File: src/rtl/display_pkg.sv
// Shared display timing constants.
//   COORD_W      : width of the signed raster coordinates
//   *_720        : 1280x720 @ 60 Hz (74.25 MHz pixel clock)
//   *_1080       : 1920x1080 @ 60 Hz (148.5 MHz pixel clock)
//   *_480        : 640x480 @ 60 Hz (25.175 MHz pixel clock)
//   axis_sta()   : first (most negative) coordinate of an axis, where
//                  blanking is encoded as negative positions.
package display_pkg;

  localparam int COORD_W = 16;

  typedef logic signed [COORD_W-1:0] coord_t;

  // 1280x720
  localparam int   H_RES_720  = 1280;
  localparam int   H_FP_720   = 110;
  localparam int   H_SYNC_720 = 40;
  localparam int   H_BP_720   = 220;
  localparam int   V_RES_720  = 720;
  localparam int   V_FP_720   = 5;
  localparam int   V_SYNC_720 = 5;
  localparam int   V_BP_720   = 20;
  localparam logic H_POL_720  = 1'b1;
  localparam logic V_POL_720  = 1'b1;

  // 1920x1080
  localparam int   H_RES_1080  = 1920;
  localparam int   H_FP_1080   = 88;
  localparam int   H_SYNC_1080 = 44;
  localparam int   H_BP_1080   = 148;
  localparam int   V_RES_1080  = 1080;
  localparam int   V_FP_1080   = 4;
  localparam int   V_SYNC_1080 = 5;
  localparam int   V_BP_1080   = 36;
  localparam logic H_POL_1080  = 1'b1;
  localparam logic V_POL_1080  = 1'b1;

  // 640x480
  localparam int   H_RES_480  = 640;
  localparam int   H_FP_480   = 16;
  localparam int   H_SYNC_480 = 96;
  localparam int   H_BP_480   = 48;
  localparam int   V_RES_480  = 480;
  localparam int   V_FP_480   = 10;
  localparam int   V_SYNC_480 = 2;
  localparam int   V_BP_480   = 33;
  localparam logic H_POL_480  = 1'b0;
  localparam logic V_POL_480  = 1'b0;

  function automatic coord_t axis_sta(input int fp, input int sync, input int bp);
    return coord_t'(-(fp + sync + bp));
  endfunction

endpackage

File: src/rtl/timing_axis.sv
// One raster axis: a signed position counter running STA..END.
//   clk, rst     : pixel clock, asynchronous active-high reset
//   adv_i        : advance enable (always 1 for x, x-wrap for y)
//   pos_o        : registered position
//   sync_o       : registered sync level (POL inside SYNC_BEG..SYNC_END)
//   active_d_o   : next position is in the active region (>= 0)
//   start_d_o    : next position is STA
// The two *_d_o flags describe the position about to be loaded, so the
// parent can register its combined decodes in step with pos_o.
module timing_axis
  import display_pkg::*;
#(
  parameter coord_t STA      = axis_sta(H_FP_720, H_SYNC_720, H_BP_720),
  parameter coord_t END      = coord_t'(H_RES_720 - 1),
  parameter coord_t SYNC_BEG = coord_t'(-(H_SYNC_720 + H_BP_720)),
  parameter coord_t SYNC_END = coord_t'(-H_BP_720 - 1),
  parameter logic   POL      = 1'b1
) (
  input  logic                      clk,
  input  logic                      rst,
  input  logic                      adv_i,
  output logic signed [COORD_W-1:0] pos_o,
  output logic                      sync_o,
  output logic                      active_d_o,
  output logic                      start_d_o
);

  coord_t pos_q, pos_d;
  logic   sync_q, sync_d;

  // NOTE: every signal driven here gets a default first, so no path
  // through the block can leave it unassigned and infer a latch.
  always_comb begin
    pos_d = pos_q;
    if (adv_i) begin
      if (pos_q == END) pos_d = STA;
      else              pos_d = pos_q + coord_t'(1);
    end
  end

  assign sync_d     = (pos_d >= SYNC_BEG && pos_d <= SYNC_END) ? POL : ~POL;
  assign active_d_o = ~pos_d[COORD_W-1];
  assign start_d_o  = (pos_d == STA);

  // NOTE: state registers use non-blocking assignments so every flop
  // samples the pre-edge values regardless of statement order.
  always_ff @(posedge clk or posedge rst) begin
    if (rst) begin
      pos_q  <= STA;
      sync_q <= ~POL;
    end else begin
      pos_q  <= pos_d;
      sync_q <= sync_d;
    end
  end

  assign pos_o  = pos_q;
  assign sync_o = sync_q;

endmodule

File: src/rtl/display_timings.sv
// Raster position and sync/enable generator (default 1280x720 @ 60 Hz).
//   clk, rst  : pixel clock, asynchronous active-high reset
//   o_sx/o_sy : signed position; blanking is negative, active is 0..RES-1
//   o_hsync   : H_POL while x is in the horizontal sync region
//   o_vsync   : V_POL for whole lines while y is in the vertical sync region
//   o_de      : active video (x >= 0 and y >= 0)
//   o_line    : one-cycle strobe at the first position of every line
//   o_frame   : one-cycle strobe at the first position of every frame
// All outputs are flops decoded from the next position, so they are
// coherent with o_sx/o_sy in the same cycle.
module display_timings
  import display_pkg::*;
#(
  parameter int   H_RES  = H_RES_720,
  parameter int   H_FP   = H_FP_720,
  parameter int   H_SYNC = H_SYNC_720,
  parameter int   H_BP   = H_BP_720,
  parameter int   V_RES  = V_RES_720,
  parameter int   V_FP   = V_FP_720,
  parameter int   V_SYNC = V_SYNC_720,
  parameter int   V_BP   = V_BP_720,
  parameter logic H_POL  = H_POL_720,
  parameter logic V_POL  = V_POL_720
) (
  input  logic                      clk,
  input  logic                      rst,
  output logic signed [COORD_W-1:0] o_sx,
  output logic signed [COORD_W-1:0] o_sy,
  output logic                      o_hsync,
  output logic                      o_vsync,
  output logic                      o_de,
  output logic                      o_line,
  output logic                      o_frame
);

  localparam coord_t H_STA      = axis_sta(H_FP, H_SYNC, H_BP);
  localparam coord_t H_END      = coord_t'(H_RES - 1);
  localparam coord_t H_SYNC_BEG = coord_t'(int'(H_STA) + H_FP);
  localparam coord_t H_SYNC_END = coord_t'(int'(H_STA) + H_FP + H_SYNC - 1);
  localparam coord_t V_STA      = axis_sta(V_FP, V_SYNC, V_BP);
  localparam coord_t V_END      = coord_t'(V_RES - 1);
  localparam coord_t V_SYNC_BEG = coord_t'(int'(V_STA) + V_FP);
  localparam coord_t V_SYNC_END = coord_t'(int'(V_STA) + V_FP + V_SYNC - 1);

  coord_t sx, sy;
  logic   v_adv;
  logic   h_active_d, h_start_d, v_active_d, v_start_d;
  logic   de_q, line_q, frame_q;

  // y steps on the same edge that x wraps back to H_STA.
  assign v_adv = (sx == H_END);

  timing_axis #(
    .STA(H_STA), .END(H_END), .SYNC_BEG(H_SYNC_BEG), .SYNC_END(H_SYNC_END), .POL(H_POL)
  ) u_h_axis (
    .clk        (clk),
    .rst        (rst),
    .adv_i      (1'b1),
    .pos_o      (sx),
    .sync_o     (o_hsync),
    .active_d_o (h_active_d),
    .start_d_o  (h_start_d)
  );

  timing_axis #(
    .STA(V_STA), .END(V_END), .SYNC_BEG(V_SYNC_BEG), .SYNC_END(V_SYNC_END), .POL(V_POL)
  ) u_v_axis (
    .clk        (clk),
    .rst        (rst),
    .adv_i      (v_adv),
    .pos_o      (sy),
    .sync_o     (o_vsync),
    .active_d_o (v_active_d),
    .start_d_o  (v_start_d)
  );

  // The reset state shows (H_STA, V_STA) with the strobes low; the strobes
  // only fire when that position is reached by counting.
  always_ff @(posedge clk or posedge rst) begin
    if (rst) begin
      de_q    <= 1'b0;
      line_q  <= 1'b0;
      frame_q <= 1'b0;
    end else begin
      de_q    <= h_active_d & v_active_d;
      line_q  <= h_start_d;
      frame_q <= h_start_d & v_start_d;
    end
  end

  assign o_sx    = sx;
  assign o_sy    = sy;
  assign o_de    = de_q;
  assign o_line  = line_q;
  assign o_frame = frame_q;

endmodule

File: config.mk
export PLATFORM = sky130hd
export DESIGN_NAME = display_timings
export DESIGN_NICKNAME = d
export VERILOG_FILES = /design/src/rtl/display_pkg.sv /design/src/rtl/timing_axis.sv /design/src/rtl/display_timings.sv
export SDC_FILE = /design/constraint.sdc
export NUM_CORES = 1
export LEC_CHECK = 0
export CORE_MARGIN = 1
export CORE_UTILIZATION = 47
export DETAILED_ROUTE_END_ITERATION = 10
export GPL_TIMING_DRIVEN = 0
export PLACE_DENSITY = 0.79
export SETUP_SLACK_MARGIN = 0.15
export SYNTH_ARGS = -nofsm -noshare
export SYNTH_HDL_FRONTEND = slang
export SYNTH_SLANG_ARGS = --single-unit
export TNS_END_PERCENT = 10
File: constraint.sdc
create_clock -name clk -period 2.73 [get_ports clk]
set_clock_uncertainty 0.05 [all_clocks]
set_input_delay 0.4095 -clock clk [delete_from_list [all_inputs] [get_ports clk]]
set_output_delay 0.4095 -clock clk [all_outputs]
set_load 0.03 [all_outputs]
==> impl_summary.txt, run 1 <==
----------------------------------------------------
[Status]
  Status ... finished clean

[Power and ir drop]
  Register share of total power ... 48.6%
  Net switching power ... 216.2 uW
  Worst ir drop on vdd ... 341.1 uV
  Static Leak ... 1.150 nW
  Clock share of power ... 50.3%
  Combinational power share ... 1.0%
  Internal cell power ... 913.9 uW
  Switching share of power ... 19.13%
  Power per Cell Area ... 378.2 nW/um^2

[Synthesis]
  Synth Register Bits ... 37
  Number of enable flip-flop cells after synthesis ... 0
  Compound-gate portion of the synthesized area ... 14.03%
  Library cell with the largest summed area after synthesis ... dfstp_2
  Post-synth top flop ... dfstp_2
  Share of cell area taken by muxes after synthesis ... 1.403%
  Fraction of the mapped netlist area in simple logic gates ... 29.69%
  Portion of synthesized cell area occupied by the leading cell type ... 28.23%
  Cell area after synthesis ... 2141 um^2
  Sequential element share of the synthesized area ... 44.59%
  Cells after synthesis ... 226
  FFs w/ async S/R, synth ... 100.0%
  Synthesized-area fraction occupied by adder cells ... 1.169%
  Parity-gate share of the synthesized area counting xor and xnor cells ... 4.909%
  Post-synthesis average cell area ... 9.473 um^2
  Number of warnings printed during yosys synthesis ... 0
  Dominant combinational cell family by area after synthesis ... simple AND/OR/NAND/NOR gates
  Number of nets in the synthesized netlist ... 230
  Cell types occupying the most area after synthesis ... dfstp_2 28%, dfrtp_1 16%, nand3_1 4.2%, nand2_1 3.9%, nand4_1 3.2%
  Cell variety after synth ... 59

[STA]
  # setup viols final ... 0
  Post-route fraction of the period consumed by the critical path ... 99.20%
  Unrepaired setup endpoints after global routing ... true
  Worst-Margin Slew ... 0.7517 ns
  Slew HR ... 49.81%
  Setup WS post-layout ... 0.02179 ns
  Post-layout minimum cycle time ... 2.708 ns
  Fin. max-slew vios ... 0
  Worst hold-check slack ... 0.4780 ns
  Maximum operating frequency ... 369.2 MHz
  Endpoints failing hold ... 0

[Min path]
  Path type of the worst min-delay path ... reg -> reg
  Hold Startpoint ... u_v_axis.pos_o[14]

[Clock network]
  Clock insertion delay at the later pin of the skew report ... 0.30 ns
  CTS clk-pin slew, worst paths ... 0.08 ns
  Number of H-tree levels ... 2
  Number of clock sinks seen by CTS ... 37
  TritonCTS clock tree ... built
  Cell at the root of the clock tree ... clkbuf_8
  Number of buffers inserted for hold repair after clock tree synthesis ... 0
  Number of buffers added by the clock tree synthesis step ... 5
  CTS max path bufs ... 2

[Finish]
  Area delta synth->final ... 39.57%
  Commonest cells after routing, fill and taps aside ... 38 x clkdlybuf4s50_1, 23 x dfstp_2, 22 x nand2_1
  Total area of sequential cells ... 954.7 um^2
  Multi-input logic area ... 1227 um^2
  Most common library cell in the layout ignoring fill and taps ... clkdlybuf4s50_1
  Number of cells in the finished layout apart from fillers ... 339
  Nets ... 290
  Fraction of layout cells with a size suffix above 1 ... 28.57%
  Antenna diodes ... 0
  Number of fill cells ... 328

[Worst setup path]
  Endpoint of the most critical register-to-register path ... o_frame
  Critical path data required time ... 2.89 ns
  Crit path max fanout ... 5
  Setup slack of the most critical reg-to-reg path ... 0.02 ns
  Endpoint type of the worst setup path ... register
  Cell count of the worst reg-to-reg path ... 7
  Arrival time at the worst endpoint ... 2.86 ns
  Startpoint-to-endpoint class of the critical path ... reg -> reg
  Worst setup SP type ... register
  Setup crit start ... u_v_axis.pos_o[7]
  Worst Setup EP ... o_frame
  Launch instance of the worst register-to-register path ... u_v_axis.pos_o[7]

[Global routing]
  Largest net degree at the start of global routing ... 38
  Via count of the first global-routing pass ... 1841
  Global-route wire length before repair ... 8797 um
  Antenna violations before repair ... 0
  Total routing usage reported by global routing ... 23.09%
  GR Overflow Total ... 0

[Die]
  Die span in y ... 69.49 um
  Core area ... 4354 um^2
  Initial Utilization ... 49.17%
  Total I/O pin count ... 39
  Die width ... 69.49 um
  Area enclosed by the die boundary ... 4829 um^2
  Number of placement rows ... 24

[Detailed routing]
  Via density ... 6.091
  Detailed Route WL ... 5750 um
  DR pass1 iterations ... 4
  Remaining routing DRC violations ... 0
  Mean routed wirelength per cell ... 16.96 um
  Residual antenna-violating net count after detailed routing ... 0
  First DRT Iteration DRCs ... 118
  Via total after detailed routing ... 2065

[Place]
  Worst slack, placed ... -0.1350 ns
  Placed insts ... 316
  HPWL after DPL ... 3551 um
  Count of input and output buffers ... 38
  Weighted congestion reported at the end of routability-driven placement ... 0.9326

[Run]
  MaxCap Viol Count ... 0

----------------------------------------------------
[sequential cells by signal (all words and copies together), names as in the netlist]
signal,flops
o_de,1
u_h_axis.sync_o,1
o_line,1
o_frame,1
u_v_axis.sync_o,1
u_h_axis.pos_o,16
u_v_axis.pos_o,16
[routing by layer]
metal  vias up  track usage, %  wire length, um
li1        962               -                -
met1      1017           29.60             2425
met2        75           37.86             2912
met3        11           4.942              311
met4         0           9.524              101
met5         -               0                0
[logic make-up after synthesis]
group | count (synthesis)
AO/OA/AOI/OAI | 45
buffers and inverters | 21
adder cells (fa/ha/maj) | 2
multiplexers | 3
XOR/XNOR | 12
AND/OR/NAND/NOR | 106
flip-flops | 37
[cell type report]
cell class                      count  share of cell area [%]
Clock inverter                      3                   2.178
Sequential cell                    37                   31.95
Multi-Input combinational cell    168                   41.08
Clock buffer                        5                   2.303
Timing Repair Buffer               53                   16.42
Inverter                           12                   1.508
Buffer                              9                   2.387
Tap cell                           52                   2.178
[worst min-delay path by stage]
stage	to	depth (start not counted)
after global placement	u_v_axis.pos_o[14]	2
after detailed placement	u_v_axis.pos_o[14]	2
final	u_v_axis.pos_o[14]	2
after floorplan	o_de	1
after global routing	u_h_axis.pos_o[10]	1
after CTS	u_v_axis.pos_o[14]	2
[repair_timing]
item                                    in CTS  in global routing
gates cloned                                 0                  1
pin swaps                                    5                  6
endpoints found under the setup margin       4                  4
buffers inserted                             7                  7
gates resized for setup                     16                 16
[Yosys cell counts (3+ instances only)]
cell,count
dfstp_2,23
mux2i_1,3
buf_2,3
and4_1,3
nand3_1,18
o31ai_1,3
nand4_1,11
nor3_1,3
or3_1,4
xor2_1,5
nor2_1,11
o22a_1,3
clkbuf_1,5
a21oi_1,9
and2_1,3
or4_4,3
nand2_1,22
inv_1,12
dfrtp_1,14
o21ai_0,11
and3_1,5
xnor2_1,7
[worst max-delay path, stage by stage, from the launching register on]
cell and delay (ns):
dfstp_2 0.54, or4bb_4 0.54, or4_4 0.47, a21oi_2 0.18, o21ai_0 0.15, and4bb_1 0.31, nand4_1 0.18, nor4_2 0.18
[power by group through the flow]
stage / Combinational [mW] / Sequential (mW) / Clock [mW]
floorplan: 0.00778 / 0.559 / 0
global placement: 0.0122 / 0.559 / 0
detailed placement: 0.0123 / 0.559 / 0
CTS: 0.0123 / 0.550 / 0.577
global route: 0.0140 / 0.549 / 0.603
finish: 0.0117 / 0.550 / 0.569
[per-stage QoR]
| stage | utilization (%) | cell area [um^2] | setup TNS, ns | power, mW |
|---|---|---|---|---|
| floorplan | - | 2163 | 0 | 0.5666 |
| global placement | 59.91 | 2609 | -0.1285 | 0.5710 |
| detailed placement | 59.91 | 2609 | -0.2882 | 0.5711 |
| CTS | 65.83 | 2867 | 0 | 1.139 |
| global route | 68.62 | 2988 | -0.09843 | 1.167 |
| finish | 68.62 | 2988 | 0 | 1.130 |
Note: power is estimated with default switching activity, not from simulation.
==> inputs of run 2 (changes only) <==
--- a/config.mk
+++ b/config.mk
@@ -6,10 +6,11 @@
 export NUM_CORES = 1
 export LEC_CHECK = 0
 export CORE_MARGIN = 1
-export CORE_UTILIZATION = 47
+export CORE_UTILIZATION = 49
+export CTS_BUF_LIST = sky130_fd_sc_hd__clkbuf_4
 export DETAILED_ROUTE_END_ITERATION = 10
 export GPL_TIMING_DRIVEN = 0
-export PLACE_DENSITY = 0.79
+export PLACE_DENSITY_LB_ADDON = 0.2
 export SETUP_SLACK_MARGIN = 0.15
 export SYNTH_ARGS = -nofsm -noshare
 export SYNTH_HDL_FRONTEND = slang
==> run 2 against run 1 <==
  * Die area is 4.0% lower
  * First-iteration DRC count up 71%
  * Setup slack improved by 0.038 ns
  * Core utilization up 3.0 points
  * Register-to-register slack improved by 0.04 ns
  * Sequential power hardly changed
  * Sequential cell count unchanged
  * Maximum frequency up 1.4%
==> impl_summary.txt, run 2 (synthesis results as in run 1) <==
----------------------------------------------------
[Status]
  Status ... finished clean (unchanged)

[Detailed routing]
  Met3 Routed Length ... 314 um (was 311 um)
  Residual antenna-violating net count after detailed routing ... 0 (unchanged)
  Uppermost routed layer ... met4 (unchanged)
  Mean routed wirelength per cell ... 16.72 um (was 16.96 um)
  Detailed Route WL ... 5668 um (was 5750 um)
  Via total after detailed routing ... 2095 (was 2065)
  First DRT Iteration DRCs ... 202 (was 118)
  Routed length on met2 ... 2725 um (was 2912 um)
  Remaining routing DRC violations ... 0 (unchanged)
  DR pass1 iterations ... 4 (unchanged)
  Via density ... 6.180 (was 6.091)
  M1 WL ... 2531 um (was 2425 um)

[Clock network]
  Cell at the root of the clock tree ... clkbuf_4 (was clkbuf_8)
  TritonCTS clock tree ... built (unchanged)
  Number of H-tree levels ... 2 (unchanged)
  Clock insertion delay at the later pin of the skew report ... 0.34 ns (was 0.30 ns)
  Number of buffers added by the clock tree synthesis step ... 5 (unchanged)
  CTS max path bufs ... 2 (unchanged)
  CTS clk-pin slew, worst paths ... 0.13 ns (was 0.08 ns)
  Number of buffers inserted for hold repair after clock tree synthesis ... 0 (unchanged)
  Number of clock sinks seen by CTS ... 37 (unchanged)

[STA]
  Worst-Margin Slew ... 0.7653 ns (was 0.7517 ns)
  # setup viols final ... 0 (unchanged)
  Worst hold-check slack ... 0.4800 ns (was 0.4780 ns)
  Endpoints failing hold ... 0 (unchanged)
  Unrepaired setup endpoints after global routing ... true (unchanged)
  Setup TNS after final layout ... 0 ns (unchanged)
  Slew HR ... 48.91% (was 49.81%)
  Maximum operating frequency ... 374.4 MHz (was 369.2 MHz)
  Fin. max-slew vios ... 0 (unchanged)
  Post-route fraction of the period consumed by the critical path ... 97.83% (was 99.20%)
  Post-layout minimum cycle time ... 2.671 ns (was 2.708 ns)

[Worst setup path]
  Arrival time at the worst endpoint ... 2.87 ns (was 2.86 ns)
  Endpoint of the most critical register-to-register path ... o_frame (unchanged)
  Endpoint type of the worst setup path ... register (unchanged)
  Worst setup SP type ... register (unchanged)
  CP max stage cell ... dfstp_2 (unchanged)
  Maximum cell stage delay along the critical path ... 0.56 ns (was 0.54 ns)
  Startpoint-to-endpoint class of the critical path ... reg -> reg (unchanged)
  Gate family responsible for the most delay along the worst path ... simple AND/OR/NAND/NOR gates (unchanged)
  Cell count of the worst reg-to-reg path ... 7 (unchanged)
  Critical path data required time ... 2.93 ns (was 2.89 ns)
  Setup slack of the most critical reg-to-reg path ... 0.06 ns (was 0.02 ns)
  Launch instance of the worst register-to-register path ... u_v_axis.pos_o[7] (unchanged)
  Combined buffer and inverter count along the critical path ... 1 (was 0)
  Crit path max fanout ... 6 (was 5)
  Cells along the critical path ... or4bb_4, or4_4, buf_6, nand2_4, o22ai_2, or3_4, nor4_2 (was or4bb_4, or4_4, a21oi_2, o21ai_0, and4bb_1, nand4_1, nor4_2)

[Finish]
  Commonest cells after routing, fill and taps aside ... 38 x clkdlybuf4s50_1, 23 x dfstp_2, 22 x nand2_1 (unchanged)
  Most common library cell in the layout ignoring fill and taps ... clkdlybuf4s50_1 (unchanged)
  Fraction of layout cells with a size suffix above 1 ... 30.10% (was 28.57%)
  Antenna diodes ... 0 (unchanged)
  Number of fill cells ... 315 (was 328)
  Area delta synth->final ... 36.70% (was 39.57%)
  Nets ... 292 (was 290)

[Die]
  Number of placement rows ... 23 (was 24)
  Die width ... 68.10 um (was 69.49 um)
  Initial Utilization ... 52.39% (was 49.17%)
  Die span in y ... 68.10 um (was 69.49 um)
  Area enclosed by the die boundary ... 4638 um^2 (was 4829 um^2)
  Total I/O pin count ... 39 (unchanged)
  Core area ... 4086 um^2 (was 4354 um^2)

[Power and ir drop]
  Power per Cell Area ... 294.3 nW/um^2 (was 378.2 nW/um^2)
  Static Leak ... 1.115 nW (was 1.150 nW)
  Worst ir drop on vdd ... 266.6 uV (was 341.1 uV)

[Place]
  HPWL after DPL ... 3538 um (was 3551 um)
  Weighted congestion reported at the end of routability-driven placement ... 0.8965 (was 0.9326)
  Count of input and output buffers ... 38 (unchanged)

[Global routing]
  Antenna violations before repair ... 0 (unchanged)
  Global-route wire length before repair ... 9128 um (was 8797 um)
  Largest net degree at the start of global routing ... 38 (unchanged)
  GR Overflow Total ... 0 (unchanged)
  Total routing usage reported by global routing ... 26.49% (was 23.09%)
  Via count of the first global-routing pass ... 1913 (was 1841)

[Min path]
  Path type of the worst min-delay path ... in -> async (was reg -> reg)

[Run]
  MaxCap Viol Count ... 0 (unchanged)

----------------------------------------------------
-- run 2: per-stage QoR --
| stage | instances | cell area [um^2] | setup slack, ns | util (%) | total power, mW |
|---|---|---|---|---|---|
| floorplan | 226 | 2163 | 0.1241 | - | 0.5666 |
| global placement | 314 | 2606 | -0.06115 | 63.78 | 0.5709 |
| detailed placement | 314 | 2606 | -0.1200 | 63.78 | 0.5716 |
| CTS | 339 | 2897 | 0.1251 | 70.88 | 0.8725 |
| global route | 339 | 2927 | -0.01958 | 71.62 | 0.8888 |
| finish | 339 | 2927 | 0.05932 | 71.62 | 0.8612 |
-- run 2: area by class of cell --
| cell class | count | area (um^2) | area share [%] |
|---|---|---|---|
| plain buffers | 9 | 76.32 | 2.608 |
| flip-flops and latches | 37 | 955.9 | 32.66 |
| multi-input cells | 168 | 1224 | 41.81 |
| clock buffers | 6 | 45.04 | 1.539 |
| inverters | 12 | 45.04 | 1.539 |
| clock inverters | 2 | 10.01 | 0.3420 |
| repair buffers | 55 | 508.0 | 17.36 |
| well taps | 50 | 62.56 | 2.138 |
-- run 2: worst register-to-register path: cells and delay by family (launching register included) --
kind	cells	cell delay, ns
AND/OR/NAND/NOR	5	1.71
AO/OA/AOI/OAI	1	0.10
buffers and inverters	1	0.15
flip-flops	1	0.56
-- run 2: where the power goes --
group          internal, mW  switching, mW
clock                 0.108          0.191
sequential            0.550              0
combinational       0.00138         0.0106
-- run 2: routing by layer --
layer  track usage [%]  vias to the layer above
met4             8.854                        0
li1                  -                      963
met5                 0                        -
met3             5.000                       11
met2             42.16                       88
met1             35.97                     1033
-- run 2: worst max-delay path by stage --
stage                       from  endpoint  slack (ns)  cells after the start
6_report       u_v_axis.pos_o[7]   o_frame        0.06                      7
5_1_grt        u_v_axis.pos_o[7]   o_frame       -0.02                      8
4_1_cts        u_v_axis.pos_o[7]   o_frame        0.13                      8
3_5_place_dp   u_h_axis.pos_o[1]   o_frame       -0.12                     10
3_3_place_gp   u_h_axis.pos_o[1]   o_frame       -0.06                     10
2_1_floorplan  u_v_axis.pos_o[6]   o_frame        0.12                      8
-- run 2: timing repair --
action / 4_1_cts / 5_1_grt
pin swaps: 8 / 4
setup endpoints to repair: 4 / 4
gates resized for setup: 24 / 8
setup buffers: 17 / 0
hold endpoints to repair: 0 / 0
==> inputs of run 3 (changes only) <==
--- a/config.mk
+++ b/config.mk
@@ -10,7 +10,7 @@
 export CTS_BUF_LIST = sky130_fd_sc_hd__clkbuf_4
 export DETAILED_ROUTE_END_ITERATION = 10
 export GPL_TIMING_DRIVEN = 0
-export PLACE_DENSITY_LB_ADDON = 0.2
+export PLACE_DENSITY = 0.75
 export SETUP_SLACK_MARGIN = 0.15
 export SYNTH_ARGS = -nofsm -noshare
 export SYNTH_HDL_FRONTEND = slang
==> run 3 against run 2 <==
  * Register-to-register slack gained 0.04 ns
  * Total power decreased by 0.89%
  * Core utilization grew 0.40 points
  * Final cell count down 0.29%
  * Die area stayed put
  * Clock-buffer cell count is 1 lower
  * Critical endpoint unchanged
  * Highest routed layer unchanged
==> impl_summary.txt, run 3 (synthesis results as in run 1) <==
----------------------------------------------------
[Worst setup path]
  Combined buffer and inverter count along the critical path ... 1 (unchanged)
  CP max stage cell ... dfstp_2 (unchanged)
  Arrival time at the worst endpoint ... 2.84 ns (was 2.87 ns)
  Cell count of the worst reg-to-reg path ... 7 (unchanged)
  Cells along the critical path ... or4bb_4, or4_4, buf_6, nand2_4, o22ai_2, or3_4, nor4_2 (unchanged)
  WP depth ... 7 (unchanged)
  Startpoint-to-endpoint class of the critical path ... reg -> reg (unchanged)
  Worst setup SP type ... register (unchanged)
  Endpoint type of the worst setup path ... register (unchanged)
  Crit path max fanout ... 6 (unchanged)
  Maximum cell stage delay along the critical path ... 0.57 ns (was 0.56 ns)
  Critical path data required time ... 2.94 ns (was 2.93 ns)
  Gate family responsible for the most delay along the worst path ... simple AND/OR/NAND/NOR gates (unchanged)

[Finish]
  Number of fill cells ... 297 (was 315)
  Fraction of layout cells with a size suffix above 1 ... 29.17% (was 30.10%)
  Commonest cells after routing, fill and taps aside ... 38 x clkdlybuf4s50_1, 23 x dfstp_2, 22 x nand2_1 (unchanged)
  Cell area after layout ... 2943 um^2 (was 2927 um^2)
  Antenna diodes ... 0 (unchanged)
  Area delta synth->final ... 37.46% (was 36.70%)
  Nets ... 291 (was 292)
  Total area of sequential cells ... 955.9 um^2 (unchanged)
  Most common library cell in the layout ignoring fill and taps ... clkdlybuf4s50_1 (unchanged)
  Multi-input logic area ... 1225 um^2 (was 1224 um^2)

[Place]
  HPWL after DPL ... 3497 um (was 3538 um)
  Worst slack, placed ... -0.1208 ns (was -0.1200 ns)
  Area post-placement ... 2634 um^2 (was 2606 um^2)
  Weighted congestion reported at the end of routability-driven placement ... 0.8572 (was 0.8965)
  Count of input and output buffers ... 38 (unchanged)

[Detailed routing]
  DR pass1 iterations ... 5 (was 4)
  Mean routed wirelength per cell ... 16.82 um (was 16.72 um)
  Via density ... 6.115 (was 6.180)
  Detailed Route WL ... 5686 um (was 5668 um)
  Residual antenna-violating net count after detailed routing ... 0 (unchanged)
  First DRT Iteration DRCs ... 144 (was 202)
  Remaining routing DRC violations ... 0 (unchanged)
  Via total after detailed routing ... 2067 (was 2095)

[Global routing]
  Met1 global-route usage ... 36.55% (was 35.97%)
  GR Overflow Total ... 0 (unchanged)
  Global-route wire length before repair ... 8597 um (was 9128 um)
  GR Util met3 ... 6.000% (was 5.000%)
  Total routing usage reported by global routing ... 25.25% (was 26.49%)
  Antenna violations before repair ... 0 (unchanged)
  GR Util met2 ... 37.50% (was 42.16%)
  Via count of the first global-routing pass ... 1789 (was 1913)
  Layer with the highest usage after global routing ... met2 (unchanged)
  Largest net degree at the start of global routing ... 21 (was 38)

[Power and ir drop]
  Switching share of power ... 24.00% (was 23.41%)
  Internal cell power ... 648.7 uW (was 659.6 uW)
  Clock share of power ... 33.6% (was 34.8%)
  Combinational power share ... 2.0% (was 1.4%)
  Register share of total power ... 64.4% (was 63.9%)
  Power per Cell Area ... 290.0 nW/um^2 (was 294.3 nW/um^2)
  Net switching power ... 204.9 uW (was 201.6 uW)
  Worst ir drop on vdd ... 236.9 uV (was 266.6 uV)
  Static Leak ... 1.117 nW (was 1.115 nW)

[STA]
  Slew HR ... 48.31% (was 48.91%)
  Setup WS post-layout ... 0.09756 ns (was 0.05932 ns)
  Worst hold-check slack ... 0.4675 ns (was 0.4800 ns)
  Worst-Margin Slew ... 0.7745 ns (was 0.7653 ns)
  # setup viols final ... 0 (unchanged)
  Unrepaired setup endpoints after global routing ... true (unchanged)
  Post-layout minimum cycle time ... 2.632 ns (was 2.671 ns)
  Setup TNS after final layout ... 0 ns (unchanged)
  Post-route fraction of the period consumed by the critical path ... 96.43% (was 97.83%)
  Maximum operating frequency ... 379.9 MHz (was 374.4 MHz)
  Fin. max-slew vios ... 0 (unchanged)
  Endpoints failing hold ... 0 (unchanged)

[Die]
  Area enclosed by the die boundary ... 4638 um^2 (unchanged)
  Number of placement rows ... 23 (unchanged)
  Die width ... 68.10 um (unchanged)
  Initial Utilization ... 52.39% (unchanged)
  Total I/O pin count ... 39 (unchanged)
  Core area ... 4086 um^2 (unchanged)
  Die span in y ... 68.10 um (unchanged)

[Clock network]
  Cell at the root of the clock tree ... clkbuf_4 (unchanged)
  Number of clock sinks seen by CTS ... 37 (unchanged)
  TritonCTS clock tree ... built (unchanged)
  Number of buffers inserted for hold repair after clock tree synthesis ... 0 (unchanged)
  CTS max path bufs ... 2 (unchanged)
  Clock insertion delay at the later pin of the skew report ... 0.34 ns (about the same)
  Number of buffers added by the clock tree synthesis step ... 5 (unchanged)
  CTS clk-pin slew, worst paths ... 0.12 ns (was 0.13 ns)
  Number of H-tree levels ... 2 (unchanged)

[Min path]
  Path type of the worst min-delay path ... in -> async (unchanged)

[Status]
  Status ... finished clean (unchanged)

[Run]
  MaxCap Viol Count ... 0 (unchanged)

----------------------------------------------------
==> run 3: power by group through the flow <==
stage          sequential (mW)  clock (mW)  combinational (mW)
2_1_floorplan            0.559           0             0.00778
6_report                 0.550       0.287              0.0169
4_1_cts                  0.550       0.288              0.0178
3_5_place_dp             0.559           0              0.0177
3_3_place_gp             0.559           0              0.0124
5_1_grt                  0.550       0.307              0.0196
==> run 3: path summary, 6_finish.rpt <==
check	from	to	slack, ns
worst max-delay path	u_v_axis.pos_o[7]	o_frame	0.1
worst min-delay path	rst	u_h_axis.sync_o	0.47
worst max register to register	u_v_axis.pos_o[7]	o_frame	0.1
worst min register to register	u_v_axis.pos_o[14]	u_v_axis.pos_o[14]	0.48
max in group asynchronous	rst	u_h_axis.pos_o[11]	1.52
min in group clk	u_v_axis.pos_o[14]	u_v_axis.pos_o[14]	0.48
==> run 3: layer usage <==
metal  part of all wire (%)  vias up
li1                       -      968
met1                     46     1005
met2                     48       86
met3                    5.2        8
met4                    1.4        0
met5                      0        -
==> run 3: layout make-up <==
class,instances,share of cell area (%)
Sequential cell,37,32.48
Buffer,9,2.338
Tap cell,50,2.126
Clock inverter,3,0.4252
Inverter,12,1.531
Clock buffer,5,1.276
Timing Repair Buffer,54,18.20
Multi-Input combinational cell,168,41.62
==> run 3: through the flow <==
stage          cells  power [mW]  utilization (%)
5_1_grt          338      0.8768            72.01
6_report         338      0.8536            72.01
3_3_place_gp     314      0.5712            63.78
2_1_floorplan    226      0.5666                -
3_5_place_dp     315      0.5765            64.45
4_1_cts          333      0.8552            69.78
==> run 3: what timing repair did <==
action,CTS,global route
resized for setup,21,11
cloned,1,1
pin swaps,10,5
endpoints found under the setup margin,4,4
buffers inserted,9,4
